`src/rtl/video_scan_timing.sv`:
```
// 640x480 scan timing generator: column/row counters, sync and blanking decode,
// line/frame strobes and a PIPE_DELAY-stage delay line aligning sync with pixel colour.
module video_scan_timing #(
    parameter int H_VISIBLE   = 640,
    parameter int H_FRONT     = 16,
    parameter int H_SYNC      = 96,
    parameter int H_BACK      = 48,
    parameter int V_VISIBLE   = 480,
    parameter int V_FRONT     = 10,
    parameter int V_SYNC      = 2,
    parameter int V_BACK      = 33,
    parameter bit SYNC_ACTIVE = 1'b0,
    parameter int PIPE_DELAY  = 2
) (
    input  logic       i_clk,
    input  logic       i_rst_n,
    input  logic       i_pix_en,
    output logic [9:0] o_scan_column,
    output logic [9:0] o_scan_row,
    output logic       o_visible,
    output logic       o_visible_d,
    output logic       o_hsync,
    output logic       o_vsync,
    output logic       o_line_start,
    output logic       o_frame_start,
    output logic [7:0] o_frame_count
);

    localparam int H_TOTAL = H_VISIBLE + H_FRONT + H_SYNC + H_BACK;
    localparam int V_TOTAL = V_VISIBLE + V_FRONT + V_SYNC + V_BACK;

    localparam logic [9:0] H_LAST     = 10'(H_TOTAL - 1);
    localparam logic [9:0] H_VIS_END  = 10'(H_VISIBLE);
    localparam logic [9:0] HS_START   = 10'(H_VISIBLE + H_FRONT);
    localparam logic [9:0] HS_END     = 10'(H_VISIBLE + H_FRONT + H_SYNC);
    localparam logic [9:0] V_LAST     = 10'(V_TOTAL - 1);
    localparam logic [9:0] V_VIS_END  = 10'(V_VISIBLE);
    localparam logic [9:0] VS_START   = 10'(V_VISIBLE + V_FRONT);
    localparam logic [9:0] VS_END     = 10'(V_VISIBLE + V_FRONT + V_SYNC);

    if (H_TOTAL > 1024 || V_TOTAL > 1024) begin : g_bad_total
        $error("video_scan_timing: line or frame total does not fit the 10-bit counters");
    end
    if (PIPE_DELAY < 0 || PIPE_DELAY > 7) begin : g_bad_delay
        $error("video_scan_timing: PIPE_DELAY must be within 0..7");
    end

    typedef struct packed {
        logic visible;
        logic hsync;
        logic vsync;
    } scan_flags_t;

    // Position (0,0) is visible with both syncs idle; empty delay stages show blanking.
    localparam scan_flags_t FLAGS_HOME  = '{visible: 1'b1, hsync: ~SYNC_ACTIVE, vsync: ~SYNC_ACTIVE};
    localparam scan_flags_t FLAGS_CLEAR = '{visible: 1'b0, hsync: ~SYNC_ACTIVE, vsync: ~SYNC_ACTIVE};

    logic [9:0]  column_q, column_d;
    logic [9:0]  row_q, row_d;
    logic [7:0]  frame_count_q, frame_count_d;
    logic        line_start_q, line_start_d;
    logic        frame_start_q, frame_start_d;
    scan_flags_t flags_q, flags_d;
    scan_flags_t flags_delayed;

    // Flags are decoded from the next position so they register alongside the counters.
    always_comb begin
        // NOTE: every always_comb output gets a default first so no path can infer a latch.
        column_d      = column_q;
        row_d         = row_q;
        frame_count_d = frame_count_q;
        line_start_d  = 1'b0;
        frame_start_d = 1'b0;

        if (i_pix_en) begin
            if (column_q == H_LAST) begin
                column_d     = '0;
                line_start_d = 1'b1;
                if (row_q == V_LAST) begin
                    row_d         = '0;
                    frame_start_d = 1'b1;
                    frame_count_d = frame_count_q + 8'd1;
                end else begin
                    row_d = row_q + 10'd1;
                end
            end else begin
                column_d = column_q + 10'd1;
            end
        end

        flags_d.visible = (column_d < H_VIS_END) && (row_d < V_VIS_END);
        flags_d.hsync   = (column_d >= HS_START && column_d < HS_END) ? SYNC_ACTIVE : ~SYNC_ACTIVE;
        flags_d.vsync   = (row_d >= VS_START && row_d < VS_END) ? SYNC_ACTIVE : ~SYNC_ACTIVE;
    end

    // NOTE: sequential state uses non-blocking assignments so every register samples pre-edge values.
    always_ff @(posedge i_clk or negedge i_rst_n) begin
        if (!i_rst_n) begin
            column_q      <= '0;
            row_q         <= '0;
            frame_count_q <= '0;
            line_start_q  <= 1'b0;
            frame_start_q <= 1'b0;
            flags_q       <= FLAGS_HOME;
        end else begin
            column_q      <= column_d;
            row_q         <= row_d;
            frame_count_q <= frame_count_d;
            line_start_q  <= line_start_d;
            frame_start_q <= frame_start_d;
            flags_q       <= flags_d;
        end
    end

    if (PIPE_DELAY == 0) begin : g_no_delay
        assign flags_delayed = flags_q;
    end else begin : g_delay
        scan_flags_t pipe_q [PIPE_DELAY];

        // NOTE: the delay stages are reset so no stale sync pulse leaks out after a mid-frame reset.
        always_ff @(posedge i_clk or negedge i_rst_n) begin
            if (!i_rst_n) begin
                for (int i = 0; i < PIPE_DELAY; i++) begin
                    pipe_q[i] <= FLAGS_CLEAR;
                end
            end else if (i_pix_en) begin
                pipe_q[0] <= flags_q;
                for (int i = 1; i < PIPE_DELAY; i++) begin
                    pipe_q[i] <= pipe_q[i-1];
                end
            end
        end

        assign flags_delayed = pipe_q[PIPE_DELAY-1];
    end

    assign o_scan_column = column_q;
    assign o_scan_row    = row_q;
    assign o_visible     = flags_q.visible;
    assign o_visible_d   = flags_delayed.visible;
    assign o_hsync       = flags_delayed.hsync;
    assign o_vsync       = flags_delayed.vsync;
    assign o_line_start  = line_start_q;
    assign o_frame_start = frame_start_q;
    assign o_frame_count = frame_count_q;

endmodule

```
`config.mk`:
```
export PLATFORM = sky130hd
export DESIGN_NAME = video_scan_timing
export DESIGN_NICKNAME = d
export VERILOG_FILES = /design/src/rtl/video_scan_timing.sv
export SDC_FILE = /design/constraint.sdc
export NUM_CORES = 1
export LEC_CHECK = 0
export CAP_MARGIN = 20
export CELL_PAD_IN_SITES_DETAIL_PLACEMENT = 2
export CELL_PAD_IN_SITES_GLOBAL_PLACEMENT = 2
export CORE_ASPECT_RATIO = 2
export CORE_MARGIN = 5
export CORE_UTILIZATION = 31
export CTS_BUF_LIST = sky130_fd_sc_hd__clkbuf_4
export DETAILED_ROUTE_END_ITERATION = 10
export PLACE_DENSITY = 0.82
export SETUP_SLACK_MARGIN = 0.4
export SLEW_MARGIN = 20
export SYNTH_ARGS = -nofsm -noshare
export SYNTH_HDL_FRONTEND = slang
export SYNTH_SLANG_ARGS = --single-unit
```
`constraint.sdc`:
```
create_clock -name i_clk -period 1.9 [get_ports i_clk]
set_input_delay 0.38 -clock i_clk [delete_from_list [all_inputs] [get_ports i_clk]]
set_output_delay 0.38 -clock i_clk [all_outputs]
set_load 0.05 [all_outputs]
```
# After elaboration in Yosys (flattened, before gate mapping)
# Cells that the tools add are included.
# classes
n_addsub	3
magnitude_cmp	6
n_eq_ne	2
mux	12
n_reduce_logical	4
# ops
operator	count
$mux W10	5
$add A10 B1 Y10 const B	2
$eq A10 B10 Y1 const B	2
$lt A10 B10 Y1 const B	2
$lt A10 B9 Y1 const B	2
$ge A10 B10 Y1 const B	1
$ge A10 B9 Y1 const B	1
$add A8 B1 Y8 const B	1
$mux W1	7
$logic_and A1 B1 Y1	3
$reduce_and A3 Y1	1
# totals
register_bits	39
input_bits	3
elab_cells	41

# Logic depth before layout (Yosys ltp)
# logic_depth
word_depth	7
mapped_depth	8

# Worst setup path after synthesis
# No wires, ideal clock.
# synth_timing
path_kind	register to register
start	reg row_q[5], in the netlist o_scan_row[5]
end	reg frame_count_q[1], in the netlist o_frame_count[1]
setup_time_ns	0.125
arrival_time_ns	2.275
required_ns	1.775
slack_ns	-0.500
stages_incl_launch_ff	7
n_path_buf	2
synth_period_minus_slack_ns	2.400
cell_sequence	dfrtp_1 -> buf_6 -> or4_4 -> or3_1 -> buf_6 -> nor2_8 -> mux2_2
# synth_between
elab_chain_len	2
# synth_lines
item	line_no	text
from (decl)	59	logic [9:0] row_q, row_d;
from (signal assigned)	107	row_q <= row_d;
$eq A10 B10 Y1	79	if (row_q == V_LAST) begin
$reduce_and A3 Y1 (no source line)	n/a	
to (signal assigned)	108	frame_count_q <= frame_count_d;
to (decl)	60	logic [7:0] frame_count_q, frame_count_d;
# No other way between the ends.
# A chain may end at the register's enable or synchronous reset.

==> impl_metrics.json <==
{
  "synth_fp_nets": 208,
  "cts_buffers": 5,
  "crit_fanout": 3,
  "grt_pass1_vias": 2500,
  "grt_first_pass_wirelength_mm": 15.1,
  "clock_path_buffers": 2,
  "core_area_um2": 6570,
  "routed_via_density": 5.56,
  "overflow": 0,
  "seq_power_share": 0.369,
  "ys_ff_latch": 39,
  "drtAntennaViolNets": 0,
  "avgSynthCellArea_um2": 10.3,
  "worstReg2RegEnd": "flags_q[0]",
  "switching_power_w": 0.00112,
  "synth.distinct_cells": 44,
  "ir_drop_mv": 0.836,
  "fin_crit_sh": 1.13,
  "drive_gt1_frac": 0.666,
  "ios": 37,
  "detail_route.wl_per_cell_um": 28.4,
  "num_vias": 2220,
  "gp_congestion": 0.829,
  "slew-limit-headroom": 0.712,
  "maxCapViolCount": 0,
  "start_kind": "flop",
  "die_h_um": 126,
  "num-nets-final": 317,
  "totalWireLength_mm": 11.3,
  "violations": "negative setup slack",
  "fin_setup_tns_ns": -1.33,
  "status": "finished, violations left",
  "initial_core_util": 0.315,
  "p_total_w": 0.00270,
  "clkPwrFrac": 0.177,
  "cts_tree": "yes",
  "r2r-start": "o_scan_column[5]",
  "dr.pass1.iters": 4,
  "seq_area_frac_synth": 0.475,
  "io_buffers": 36,
  "rows": 42,
  "die_w_um": 67.8,
  "ys_async_sr_fraction": 1.00,
  "cts.sinks": 39,
  "worstPathRequired_ns": 2.19,
  "grt_setup_unrepaired": "yes",
  "regToRegSetupSlack_ns": -0.24,
  "ys.flop_type": "dfrtp_1",
  "yosysWarnings": 0,
  "power_leakage_nw": 1.62,
  "synthToLayoutAreaGrowth_pct": 76.4,
  "place_hpwl_mm": 6.18,
  "drc": 0,
  "setup_viol": 14,
  "grt.total_usage": 0.249,
  "clk_pin_slew_ns": 0.15,
  "grt_start_max_net_pins": 25,
  "period_needed_ns": 2.14,
  "powerDensity_nw_per_um2": 740,
  "antenna_found_initial": 0,
  "crit_arrival_ns": 2.43,
  "diodes": 0,
  "synth-edff-count": 0,
  "htree_levels": 2,
  "netlist_area_um2": 2070,
  "worstMarginPinSlew_ns": 0.432,
  "hold_viol": 0,
  "p_int_w": 0.00158,
  "maxSlewViolCount": 0,
  "switching_share": 0.415,
  "worst_slack_ns": -0.239,
  "path_class": "reg2reg",
  "hold_path_class": "in2async",
  "clock_latency_ns": 0.39,
  "finClkSkew_ns": 0.0153,
  "fmax_mhz": 467,
  "synthCells": 201,
  "crit_path_end_kind": "flop",
  "dieArea_um2": 8520,
  "worstSetupStartpoint": "o_scan_column[5]",
  "p_comb_frac": 0.454,
  "root_buffer": "clkbuf_4",
  "first_iter_violations": 101,
  "r2r_cells": 8
}
==> state kept, by name, summed over array words and instances, names as in the netlist <==
name            flops
o_visible_d         1
o_frame_start       1
o_scan_column      10
o_hsync             1
o_scan_row         10
o_frame_count       8
o_visible           1
o_vsync             1
o_line_start        1
g_delay.pipe_q      3
flags_q             2
==> synth_stat cells (2+ instances only) <==
master    count  area, µm²
dfrtp_1      32        801
nand4_1      14       87.6
nand2_1      13       48.8
nand3_1      13       65.1
inv_1        12       45.0
xnor2_1      11       96.3
nor2_1       10       37.5
mux2_2        8       90.1
o21ai_0       8       40.0
dfstp_2       7        184
clkbuf_1      6       22.5
a21oi_1       5       25.0
nor3_1        5       25.0
and4_1        4       35.0
ha_1          4       50.1
or3_1         4       25.0
xor2_1        4       35.0
a21o_1        3       22.5
and3_1        3       18.8
buf_6         3       33.8
and2_1        2       12.5
nor3b_1       2       15.0
nor4_1        2       12.5
nor4b_2       2       30.0
o211ai_1      2       15.0
o21a_1        2       15.0
o22ai_1       2       12.5
o31ai_1       2       15.0
==> power by group through the flow <==
stage	logic, W	registers, W	clock network, W
after floorplan	0.000205	0.00124	0
after global placement	0.000819	0.000990	0
after detailed placement	0.000855	0.000992	0
after CTS	0.00107	0.000984	0.000472
after global routing	0.00128	0.00100	0.000526
final	0.00123	0.000997	0.000478
==> per-layer routing <==
layer | part of all wire | wire (µm) | global-route usage | vias to the layer above
met5 | 0 | 0 | 0 | -
met4 | 0.087 | 980 | 0.174 | 0
met3 | 0.031 | 351 | 0.0401 | 57
met2 | 0.55 | 6190 | 0.447 | 90
met1 | 0.34 | 3810 | 0.244 | 1125
li1 | - | - | - | 948
==> layout make-up <==
type                       instances  area (µm²)
clock inverter                     3        20.0
multi-input combinational        141        1280
fill                             635        2910
tap                               88         110
timing repair buffer             111        1150
clock buffer                       5        37.5
inverter                          12        45.0
sequential                        39        1010
==> how the worst max path moves through the flow <==
stage | to | slack [ns] | cells after the start
after floorplan | o_frame_count[7] | -0.20 | 6
final | flags_q[0] | -0.24 | 8
after detailed placement | flags_q[1] | -0.28 | 8
after CTS | o_frame_count[7] | -0.09 | 5
after global routing | flags_q[0] | -0.37 | 8
after global placement | o_visible | -0.28 | 8
==> what timing repair did <==
| action | CTS | global route |
|---|---|---|
| pin swaps | 18 | 12 |
| hold buffers | 1 | 0 |
| gates resized for setup | 95 | 52 |
| endpoints found under the setup margin | 50 | 56 |
| setup buffers | 10 | 11 |
| endpoints found under the hold margin | 14 | 0 |
==> per-stage QoR <==
| step | setup WS (ns) | util | cell area [µm²] | hold WS, ns | std cells |
|---|---|---|---|---|---|
| final | -0.239 | 0.556 | 3650 | 0.434 | 399 |
| after global routing | -0.374 | 0.556 | 3650 | 0.461 | 399 |
| after CTS | -0.0893 | 0.516 | 3390 | 0.458 | 388 |
| after detailed placement | -0.284 | 0.441 | 2900 | 0.345 | 369 |
| after global placement | -0.285 | 0.441 | 2900 | 0.347 | 369 |
| after floorplan | -0.203 | - | 2180 | 0.0844 | 201 |
==> placed cells by master, fill, tap and decap left out, types with 3 or more instances in the layout <==
master	instances
buf_4	47
xor2_1	3
nor2_1	5
mux2_2	6
a21o_1	3
xnor2_1	9
nand4_1	14
buf_8	21
clkbuf_4	5
buf_6	36
nand3_1	9
dfrtp_1	10
nor2_4	4
inv_2	3
inv_1	9
o21ai_2	3
nand2_1	11
o21ai_1	3
nor3_2	3
dfstp_2	7
dfrtp_2	22
buf_2	3
and4_1	3
==> worst max-delay path, stage by stage, from the launching register on <==
cell and delay, ns:
dfrtp_2 0.46, nor4b_4 0.31, buf_4 0.18, buf_6 0.11, nand4_1 0.17, inv_1 0.17
nand3_1 0.11, a221oi_2 0.31, o2111ai_1 0.23
==> logic make-up (layout without fill, tap and decap cells) <==
logic type | count (synthesis) | after routing | share of synthesized area
and+or+nand+nor | 83 | 83 | 0.242
muxes | 8 | 8 | 0.0435
DFF | 39 | 39 | 0.475
AOI/OAI and AO/OA | 30 | 30 | 0.0948
adders and majority gates | 4 | 4 | 0.0242
xor gates and xnor gates | 16 | 16 | 0.0713
buffers and inverters | 21 | 131 | 0.0489
Power figures use the tool's default switching activity.
==> variant: new RTL, config.mk and constraints unchanged <==
Set the parameter `PIPE_DELAY` to 4 (it was 2).
--- a/src/rtl/video_scan_timing.sv
+++ b/src/rtl/video_scan_timing.sv
@@ -12,3 +12,3 @@
     parameter bit SYNC_ACTIVE = 1'b0,
-    parameter int PIPE_DELAY  = 2
+    parameter int PIPE_DELAY  = 4
 ) (
Check against the original RTL: not equivalent (a bounded check fails within 4 cycles, from zero or initial values and one cycle with i_rst_n low).
==> variant against the unedited design <==
- maximum frequency is 1.3% lower
- power rose by 5.9%
- setup slack got worse by 0.029 ns
- final area down 0.58%
- area after synthesis up 5.6%
- sequential cell count increased by 6
- routed wire length fell by 14%
- synthesized cell count decreased by 1.5%
- the flow still finishes with violations (negative setup slack)
==> variant: results (changes against the unedited design) <==
grtUsageTotal_pct: 18.9  # -6.0 points
post_synth.cell_area_avg_sq_um: 11.1  # +7.2%
drt_iter0_drc: 108  # +6.9%
switch_pwr_mw: 1.14  # +1.7%
fill_cell_count: 654  # +3.0%
violations: "negative setup slack"
grt_max_degree: 31  # +24%
final_skew_ns: 0.0178  # +0.00256 ns
worstReg2RegEnd: "o_frame_count[6]$_DFFE_PN0P_"
number_of_multi_input_combinational_cells: 134  # -5.0%
routed_via_density: 5.25  # -5.6%
syn-num-nets: 205  # -1.4%
grt_pass1_wl_um: 12900  # -14%
synth_top_cells_by_count: "dfrtp_1 (34), mux2_2 (14), nand2_1 (13), nand3_1 (12), xnor2_1 (12)"
compound_cell_area_share_of_the_yosys_netlist_pct: 8.23  # -1.2 points
critical_path.max_fanout: 4  # +1
power.internal_mw: 1.72  # +8.8%
post_route_cells_drive_above_1_share_pct: 64.5  # -2.0 points
dpl.cell_count: 358  # -3.0%
synth_xor_area_share_pct: 7.60  # +0.48 points
multi_input_area_sq_um: 1210  # -5.3%
route.met2.wl_um: 5770  # -6.7%
vdd.ir_drop.worst_mv: 0.458  # -45%
routed_wl_um: 9700  # -14%
met3_wirelength_from_detailed_routing_um: 188  # -46%
worstReg2RegStart: "o_scan_row[4]$_DFF_PN0_"
post_synth_mux_area_share_pct: 7.66  # +3.3 points
fin_nets: 302  # -4.7%
transition_time_at_the_pin_with_the_least_slew_margin_ns: 0.433  # +0.000966 ns
power.share.sequential_pct: 39.1  # +2.2 points
cp-endpoint: "flags_q[1]$_DFF_PN1_"
timing.critical_path.from: "i_pix_en"
postSynthCellCount: 198  # -1.5%
placement.cell_area_sq_um: 2900  # +0.13%
worst_path_max_delay_cell: "clkdlybuf4s50_1"
pwr-share-clk_pct: 18.5  # +0.8 points
flop_and_latch_count_out_of_synthesis: 45  # +15%
final_setup_fails: 21  # +7
grtUsageMet1_pct: 17.8  # -6.6 points
dp_hpwl_um: 5610  # -9.1%
status: "finished with violations"
ys_seq_area_share_pct: 52.1  # +4.6 points
cellLeakagePower_nw: 1.56  # -4.0%
met2_usage_pct: 39.0  # -5.7 points
post_synth_main_area_contributors: "dfrtp_1 (39%), dfstp_2 (13%), mux2_2 (7.2%), xnor2_1 (4.8%), xor2_1 (2.8%)"
grt_pass1_vias: 2320  # -7.2%
layout.non_clock_inverters: 9  # -3
highest_cell_delay_on_the_worst_timing_path_ns: 0.60  # +0.14 ns
routed_wire_length_per_instance_um: 25.1  # -11%
yosys.area_share.adder_pct: 2.29  # -0.13 points
worst_slack_ns: -0.268  # -0.0292 ns
signal_buffers: 100  # -9.9%
port_buffers: 36  # unchanged
gpl.final_weighted_congestion: 0.847  # +2.2%
variant: changes by cell type after synthesis, moves of 3 or more:
| cell | delta |
|---|---|
| a21o_1 | -3 |
| and4_1 | -3 |
| dfstp_2 | +4 |
| inv_1 | -4 |
| mux2_2 | +6 |
| nand4_1 | -6 |
| xor2_1 | +3 |
variant: stage by stage:
step / TNS [ns] / hold WS [ns] / setup slack, ns / util, %
after CTS: -2.11 / 0.451 / -0.200 / 47.9
after floorplan: -3.70 / 0.0844 / -0.365 / -
after detailed placement: -10.93 / 0.338 / -0.657 / 41.8
after global routing: -4.54 / 0.449 / -0.358 / 52.4
after global placement: -9.30 / 0.327 / -0.539 / 41.8
final: -2.81 / 0.442 / -0.268 / 52.4
variant: worst min path at each step:
stage,startpoint,to,slack [ns]
global route,i_rst_n,o_frame_count[4]$_DFFE_PN0P_,0.45
finish,i_rst_n,o_frame_count[4]$_DFFE_PN0P_,0.44
global placement,i_rst_n,o_scan_row[5]$_DFF_PN0_,0.33
floorplan,i_rst_n,g_delay.pipe_q[11]$_DFFE_PN0P_,0.08
detailed placement,i_rst_n,o_scan_row[5]$_DFF_PN0_,0.34
CTS,i_rst_n,o_frame_count[4]$_DFFE_PN0P_,0.45
variant: repair_timing:
action                                  CTS  global route
gates resized for setup                  93            52
pin swaps                                 9            13
gates cloned                              0             0
hold buffers                              1             0
endpoints found under the hold margin    15             0
buffers inserted                          4            15
endpoints found under the setup margin   51            56
variant: cell families (layout without fill, tap and decap cells):
family / Yosys count / in the layout
muxes: 15 / 15
buffers and inverters: 19 / 117
and+or+nand+nor: 69 / 69
AOI/OAI and AO/OA: 27 / 27
adders and majority gates: 4 / 4
xor gates and xnor gates: 19 / 19
DFF: 45 / 45
